### config.mk
export PLATFORM = sky130hd
export DESIGN_NAME = wave_display_multi
export DESIGN_NICKNAME = d
export VERILOG_FILES = /design/src/rtl/wave_display_multi.sv
export SDC_FILE = /design/constraint.sdc
export NUM_CORES = 1
export LEC_CHECK = 0
export BUFFER_PORTS_ARGS = -buffer_cell sky130_fd_sc_hd__buf_2
export CORE_UTILIZATION = 59
export CTS_BUF_LIST = sky130_fd_sc_hd__clkbuf_4
export CTS_CLUSTER_SIZE = 20
export DETAILED_ROUTE_END_ITERATION = 10
export GPL_ROUTABILITY_DRIVEN = 0
export PLACE_DENSITY_LB_ADDON = 0.08
export SLEW_MARGIN = 20
export SYNTH_ARGS = -nofsm -noshare
export SYNTH_HDL_FRONTEND = slang
export SYNTH_SLANG_ARGS = --single-unit
export TNS_END_PERCENT = 1
### constraint.sdc
create_clock -name clk -period 7.95 [get_ports clk]
set_input_delay 1.1925 -clock clk [delete_from_list [all_inputs] [get_ports clk]]
set_output_delay 1.1925 -clock clk [all_outputs]
set_load 0.01 [all_outputs]
### src/rtl/wave_display_multi.sv
// Multi-channel wave display pixel generator: renders CHANNELS sample traces into one
// window with line/dot/fill modes; buffer select and mode are latched at frame start.
module wave_display_multi #(
    parameter int unsigned              CHANNELS = 2,
    parameter int unsigned              ADDR_W   = 8,
    parameter int unsigned              SAMPLE_W = 8,
    parameter int unsigned              X_START  = 256,
    parameter logic [CHANNELS*24-1:0]   COLORS   = {24'hFFFF00, 24'h00FFFF}
) (
    input  logic                               clk,
    input  logic                               reset,
    input  logic                               valid,
    input  logic                               frame_start,
    input  logic                               read_index,
    input  logic [1:0]                         mode,
    input  logic [10:0]                        x,
    input  logic [9:0]                         y,
    input  logic [CHANNELS*SAMPLE_W-1:0]       read_value,
    output logic [CHANNELS*(ADDR_W+1)-1:0]     read_address,
    output logic                               valid_pixel,
    output logic [7:0]                         r,
    output logic [7:0]                         g,
    output logic [7:0]                         b,
    output logic [CHANNELS-1:0]                channel_hit
);

    typedef enum logic [1:0] {
        MODE_LINE = 2'b00,
        MODE_DOT  = 2'b01,
        MODE_FILL = 2'b10,
        MODE_OFF  = 2'b11
    } mode_e;

    localparam int unsigned X_END = X_START + (32'd1 << (ADDR_W + 1));
    localparam logic [SAMPLE_W-1:0] FILL_BASE = {1'b1, {(SAMPLE_W-1){1'b0}}};

    logic                  active_index;
    mode_e                 active_mode;

    // stage 0
    logic [10:0]           win_x;
    logic                  in_win;
    logic [ADDR_W-1:0]     sample_idx;
    logic [ADDR_W-1:0]     last_idx;
    logic                  idx_chg;

    // stage 1
    logic                  in_win_q;
    logic [SAMPLE_W-1:0]   trans_y_q;
    logic                  y_ok_q;
    logic                  first_col_q;
    logic                  idx_chg_q;
    logic [SAMPLE_W-1:0]   cur      [CHANNELS];
    logic [SAMPLE_W-1:0]   prev     [CHANNELS];
    logic [SAMPLE_W-1:0]   prev_eff [CHANNELS];
    logic [CHANNELS-1:0]   cov;
    logic [CHANNELS-1:0]   hit;
    logic [23:0]           rgb_next;

    always_ff @(posedge clk or negedge reset) begin
        if (!reset) begin
            active_index <= 1'b0;
            active_mode  <= MODE_LINE;
        end else if (frame_start) begin
            active_index <= read_index;
            active_mode  <= mode_e'(mode);
        end
    end

    assign win_x      = x - 11'(X_START);
    assign in_win     = valid && (32'(x) >= X_START) && (32'(x) < X_END);
    assign sample_idx = in_win ? win_x[ADDR_W:1] : '0;
    assign idx_chg    = (sample_idx != last_idx);
    assign read_address = {CHANNELS{active_index, sample_idx}};

    always_ff @(posedge clk or negedge reset) begin
        if (!reset) begin
            in_win_q    <= 1'b0;
            trans_y_q   <= '0;
            y_ok_q      <= 1'b0;
            first_col_q <= 1'b0;
            idx_chg_q   <= 1'b0;
            last_idx    <= '0;
            for (int unsigned c = 0; c < CHANNELS; c++) prev[c] <= '0;
        end else begin
            in_win_q    <= in_win;
            trans_y_q   <= y[SAMPLE_W:1];
            y_ok_q      <= ((y >> (SAMPLE_W + 1)) == '0);
            first_col_q <= (win_x == '0);
            idx_chg_q   <= idx_chg;
            last_idx    <= sample_idx;
            // RAM data for a new sample arrives one cycle after its address changed
            if (idx_chg_q) begin
                for (int unsigned c = 0; c < CHANNELS; c++) prev[c] <= cur[c];
            end
        end
    end

    always_comb begin
        cov = '0;
        hit = '0;
        for (int unsigned c = 0; c < CHANNELS; c++) begin
            cur[c]      = read_value[c*SAMPLE_W +: SAMPLE_W];
            prev_eff[c] = first_col_q ? cur[c] : prev[c];
            case (active_mode)
                MODE_LINE: cov[c] = (prev_eff[c] <= cur[c])
                    ? (trans_y_q >= prev_eff[c] && trans_y_q <= cur[c])
                    : (trans_y_q >= cur[c] && trans_y_q <= prev_eff[c]);
                MODE_DOT:  cov[c] = (trans_y_q == cur[c]);
                MODE_FILL: cov[c] = (FILL_BASE <= cur[c])
                    ? (trans_y_q >= FILL_BASE && trans_y_q <= cur[c])
                    : (trans_y_q >= cur[c] && trans_y_q <= FILL_BASE);
                default:   cov[c] = 1'b0;
            endcase
            hit[c] = cov[c] && in_win_q && y_ok_q;
        end
    end

    // walk from the highest channel down so the lowest-indexed hit wins
    always_comb begin
        rgb_next = '0;
        for (int unsigned i = 0; i < CHANNELS; i++) begin
            if (hit[CHANNELS-1-i]) rgb_next = COLORS[(CHANNELS-1-i)*24 +: 24];
        end
    end

    always_ff @(posedge clk or negedge reset) begin
        if (!reset) begin
            channel_hit <= '0;
            valid_pixel <= 1'b0;
            r           <= '0;
            g           <= '0;
            b           <= '0;
        end else begin
            channel_hit <= hit;
            valid_pixel <= |hit;
            {r, g, b}   <= rgb_next;
        end
    end

endmodule

# == Yosys cells after proc, flatten, opt, wreduce, memory -nomap -nowiden ==
# Index checks and enable logic that the tools add are counted.
# totals
reg_bits,66
in_bits,44
out_inout_bits,45
word_cells,66
# classes
n_addsub,1
n_lt_le_gt_ge,16
eq_ne,5
muxes,11
n_reduce_logical,18
# ops
cell,n
$le A8 B8 Y1,6
$mux W24,2
$ge A8 B8 Y1,4
$mux W8,3
$eq A8 B8 Y1,2
$le A8 B8 Y1 const A,2
$logic_and A1 B1 Y1,14
$ge A11 B9 Y1 const B,1
$logic_not A11 Y1,1
$lt A11 B10 Y1 const B,1
$sub A11 B9 Y11 const B,1
$logic_not A10 Y1,1
$ge A8 B8 Y1 const B,1
$le A8 B8 Y1 const B,1
$ne A8 B8 Y1,1
$pmux W1 S3,2
$mux W1,4
$eq A2 B1 Y1 const B,1
$eq A2 B2 Y1 const B,1
$logic_not A2 Y1,1
$reduce_or A2 Y1,1

# == Depth between registers and ports, before layout ==
# logic_depth
word_depth,9
depth_mapped,12
ltp_nobuf,10

# == Least setup slack after synthesis ==
# No wires, ideal clock.
# synth_timing
path_type,input to output
start,input x[8]
end,output read_address[16]
arrival_ns,2.155
t_required_ns,6.758
path_slack_ns,4.603
path_stages,4
path_buffers,1
path_cell_list,xnor2_1 nor3b_2 nor2b_1 buf_4
# synth_between
elab_chain_len,4
word_cells_on_any_way,6
cone_classes,add/sub (1); order compare (2); mux (1); reduce/logical (2)
# synth_rtl
item,line,rtl
from (decl),16,"input logic [10:0] x,"
$ge A11 B9 Y1,71,assign in_win = valid && (32'(x) >= X_START) && (32'(x) < X_END);
$logic_and A1 B1 Y1,71,
$logic_and A1 B1 Y1 (*),71,
via in_win,42,logic in_win;
$mux W8 (*),72,assign sample_idx = in_win ? win_x[ADDR_W:1] : '0;
to (decl),19,"output logic [CHANNELS*(ADDR_W+1)-1:0] read_address,"
# The timed path passes the listed nets; every way through them passes the cells marked *.

# == Worst setup path in the final report ==
# Same ends and word-level chain as after synthesis.

==> metrics.txt <==
# TYPE chip_impl_metric gauge
chip_impl_info{name="run_status",value="completed"} 1
chip_impl_metric{name="first_global_vias",unit=""} 2328
chip_impl_metric{name="cts-resized-gates",unit=""} 0
chip_impl_metric{name="post-cts-setup-buffers",unit=""} 0
chip_impl_metric{name="p_per_area",unit="nW/um2"} 166
chip_impl_metric{name="synth_edf_count",unit=""} 0
chip_impl_metric{name="number_of_antenna_violations_at_the_first_check_in_global_routing",unit=""} 0
chip_impl_info{name="cts_tree",value="yes"} 1
chip_impl_metric{name="cap_violations",unit=""} 0
chip_impl_metric{name="critical_path_required",unit="ns"} 6.76
chip_impl_metric{name="gr-total-overflow",unit=""} 0
chip_impl_metric{name="area_delta_synth_final",unit="%"} 9.78
chip_impl_info{name="start_kind",value="input port"} 1
chip_impl_metric{name="numPlacedInstances",unit=""} 447
chip_impl_metric{name="crit_arrival",unit="ns"} 2.35
chip_impl_metric{name="antenna_cells",unit=""} 0
chip_impl_metric{name="fin_worst_skew",unit="ns"} 0.00583
chip_impl_metric{name="chipHeight",unit="um"} 76.7
chip_impl_metric{name="synth_warnings",unit=""} 0
chip_impl_metric{name="dr.first_iter.drc_count",unit=""} 79
chip_impl_info{name="clock-root-buffer",value="sky130_fd_sc_hd__clkbuf_4"} 1
chip_impl_metric{name="worst_skew_pair.late_latency",unit="ns"} 0.35
chip_impl_metric{name="grt_first_pass_wirelength",unit="mm"} 10.8
chip_impl_metric{name="hold_buffers",unit=""} 0
chip_impl_info{name="path_class",value="input port to output port"} 1
chip_impl_metric{name="io_buffer_count",unit=""} 87
chip_impl_metric{name="h-tree-depth",unit=""} 2
chip_impl_metric{name="path_clk_slew",unit="ns"} 0.13
chip_impl_metric{name="clock-sinks",unit=""} 43
chip_impl_metric{name="wl_met3",unit="um"} 255
chip_impl_metric{name="synth_top_area_frac",unit=""} 0.327
chip_impl_info{name="most_used_cells_in_the_layout_excluding_fill_and_tap_cells",value="sky130_fd_sc_hd__buf_2, sky130_fd_sc_hd__ha_1, sky130_fd_sc_hd__dfrtp_1"} 1
chip_impl_metric{name="ys_seq_elements",unit=""} 43
chip_impl_metric{name="synthesis.area_per_instance",unit="um2"} 10.1
chip_impl_info{name="most_common_library_cell_in_the_layout_ignoring_fill_and_taps",value="sky130_fd_sc_hd__buf_2"} 1
chip_impl_metric{name="drt-wirelength-per-cell",unit="um"} 13.7
chip_impl_metric{name="final.fill_count",unit=""} 422
chip_impl_metric{name="layout_worst_path_cycle_share",unit=""} 0.446
chip_impl_metric{name="die_area",unit="um2"} 5880
chip_impl_metric{name="routed_length_on_met1",unit="mm"} 2.97
chip_impl_metric{name="peak_supply_drop",unit="mV"} 0.119
chip_impl_metric{name="finalMaxSlewViolations",unit=""} 0
chip_impl_metric{name="setup_viol",unit=""} 0
chip_impl_info{name="synth.area.top_cells",value="sky130_fd_sc_hd__dfrtp_1, sky130_fd_sc_hd__ha_1, sky130_fd_sc_hd__buf_4"} 1
chip_impl_metric{name="post_synthesis_async_set_or_reset_flop_share",unit=""} 1.00
chip_impl_metric{name="drive_gt1_frac",unit=""} 0.319
chip_impl_metric{name="total_number_of_vias",unit=""} 2450
chip_impl_metric{name="yosys.cell_types.count",unit=""} 47
chip_impl_metric{name="totalNegativeSetupSlack",unit="ns"} 0
chip_impl_info{name="topRoutingLayerUsed",value="met4"} 1
chip_impl_metric{name="placementRows",unit=""} 26
chip_impl_metric{name="met2RoutedLength",unit="mm"} 2.97
chip_impl_metric{name="post-route-min-period",unit="ns"} 3.54
chip_impl_metric{name="layout.area.seq",unit="um2"} 1080
chip_impl_metric{name="timing.hold.ws",unit="ns"} 0.523
chip_impl_info{name="cp-end-kind",value="output port"} 1
chip_impl_metric{name="core",unit="um2"} 5240
chip_impl_metric{name="cts-root-to-sink-buffers",unit=""} 2
chip_impl_metric{name="layoutNonFillerInstCount",unit=""} 455
chip_impl_metric{name="initial_core_util",unit=""} 0.628
chip_impl_metric{name="clock.fmax",unit="MHz"} 282
chip_impl_info{name="synth_ff_type",value="sky130_fd_sc_hd__dfrtp_1"} 1
chip_impl_metric{name="synth_nets",unit=""} 419
chip_impl_metric{name="cp_max_fo",unit=""} 9
chip_impl_metric{name="cellLeakagePower",unit="nW"} 1.88
chip_impl_metric{name="routed_wirelength",unit="mm"} 6.24
chip_impl_metric{name="net_count_reported_at_finish",unit=""} 476
chip_impl_info{name="synth_area_leader_cell",value="sky130_fd_sc_hd__dfrtp_1"} 1
chip_impl_metric{name="tightestPinTransition",unit="ns"} 0.962
chip_impl_metric{name="timing_hold_violations_final",unit=""} 0
chip_impl_metric{name="syn_area",unit="um2"} 3290
chip_impl_metric{name="postRouteAntennaNets",unit=""} 0
chip_impl_metric{name="first_pass_drt_iterations",unit=""} 4
chip_impl_info{name="rsz0062_at_grt",value="false"} 1
chip_impl_metric{name="gate_count_of_the_mapped_netlist",unit=""} 327
chip_impl_metric{name="io_pins",unit=""} 89
chip_impl_info{name="worstHoldPathType",value="register to register"} 1
chip_impl_metric{name="ys_seq_area_frac",unit=""} 0.327
chip_impl_metric{name="grt_util_all_layers",unit=""} 0.229
chip_impl_metric{name="multiInputGateArea",unit="um2"} 1830
chip_impl_metric{name="die-width",unit="um"} 76.7
chip_impl_metric{name="slew-limit-headroom",unit=""} 0.359
chip_impl_metric{name="via_per_inst",unit=""} 5.38
chip_impl_metric{name="number_of_buffers_created_by_cts",unit=""} 5
chip_impl_metric{name="dpl.hpwl",unit="mm"} 5.00
chip_impl_metric{name="grt_max_degree",unit=""} 44
chip_impl_metric{name="drc",unit=""} 0
## logic make-up after synthesis
family                     Yosys count  share of synthesized area
adders and majority gates           48                      0.183
DFF                                 43                      0.327
xor gates and xnor gates             9                     0.0240
and+or+nand+nor                     68                      0.120
AOI/OAI and AO/OA                   54                      0.115
buffers and inverters               70                      0.118
muxes                               35                      0.114
## cell usage after synthesis, drive strengths merged, types with 2 or more instances
| cell type | number |
|---|---|
| dfrtp | 43 |
| or3 | 2 |
| buf | 34 |
| o22ai | 3 |
| inv | 33 |
| nor3b | 2 |
| mux2i | 16 |
| and4 | 2 |
| o211ai | 6 |
| nand2b | 4 |
| nand3 | 6 |
| nor2b | 5 |
| a21oi | 20 |
| nor4 | 3 |
| ha | 48 |
| or2 | 2 |
| a21boi | 2 |
| nand4 | 11 |
| clkbuf | 3 |
| and3 | 2 |
| and2 | 7 |
| xnor2 | 9 |
| nor2 | 10 |
| nand2 | 9 |
| o41ai | 2 |
| o21a | 3 |
| a21o | 2 |
| a211oi | 2 |
| o21ai | 7 |
| o31a | 2 |
| mux2 | 19 |
## area by class of cell
type,count,share of cell area
Clock buffer,5,0.0104
Clock inverter,3,0.00658
Inverter,33,0.0343
Multi-Input combinational cell,214,0.506
Sequential cell,43,0.298
Tap cell,70,0.0243
Timing Repair Buffer,87,0.121
## report_power, final
part | switching (mW) | internal [mW]
clock network | 0.0779 | 0.0355
logic | 0.112 | 0.108
registers | 0.0225 | 0.243
## stage by stage
step / setup WS, ns / util / total power [mW] / instance area [um2]
after floorplan: 4.60 / - / 0.432 / 3290
final: 4.41 / 0.689 / 0.598 / 3610
after global placement: 4.34 / 0.678 / 0.479 / 3550
after detailed placement: 4.32 / 0.678 / 0.490 / 3550
after global routing: 4.27 / 0.689 / 0.648 / 3610
after CTS: 4.43 / 0.689 / 0.605 / 3610
## worst max-delay path, cell delays in order
cell and delay (ns):
sky130_fd_sc_hd__buf_2 0.12, sky130_fd_sc_hd__xnor2_1 0.13, sky130_fd_sc_hd__nor3b_2 0.40, sky130_fd_sc_hd__nor2b_1 0.32, sky130_fd_sc_hd__buf_2 0.19
## routing by layer
layer  global-route usage  vias up
li1                     -     1250
met1                0.303     1137
met2                0.390       58
met3               0.0417        5
met4               0.0442        0
met5                    0        -
## state kept, by name, summed over array words and instances, names as in the netlist
signal / flops
trans_y_q: 8
r: 1
prev: 16
g: 1
last_idx: 8
idx_chg_q: 1
active_index: 1
active_mode: 2
first_col_q: 1
in_win_q: 1
channel_hit: 2
y_ok_q: 1
## final timing paths
path                                     to        start  depth (start not counted)  slack, ns
max reg2reg                            g[6]  first_col_q                         10       4.51
min reg2reg                         prev[6]      prev[6]                          1       0.52
min                                 prev[6]      prev[6]                          1       0.52
min in group asynchronous          prev[11]        reset                          1       0.94
max                        read_address[16]         x[8]                          5       4.41
max in group asynchronous           prev[6]        reset                          1       6.42
Note: power is estimated with default switching activity, not from simulation.
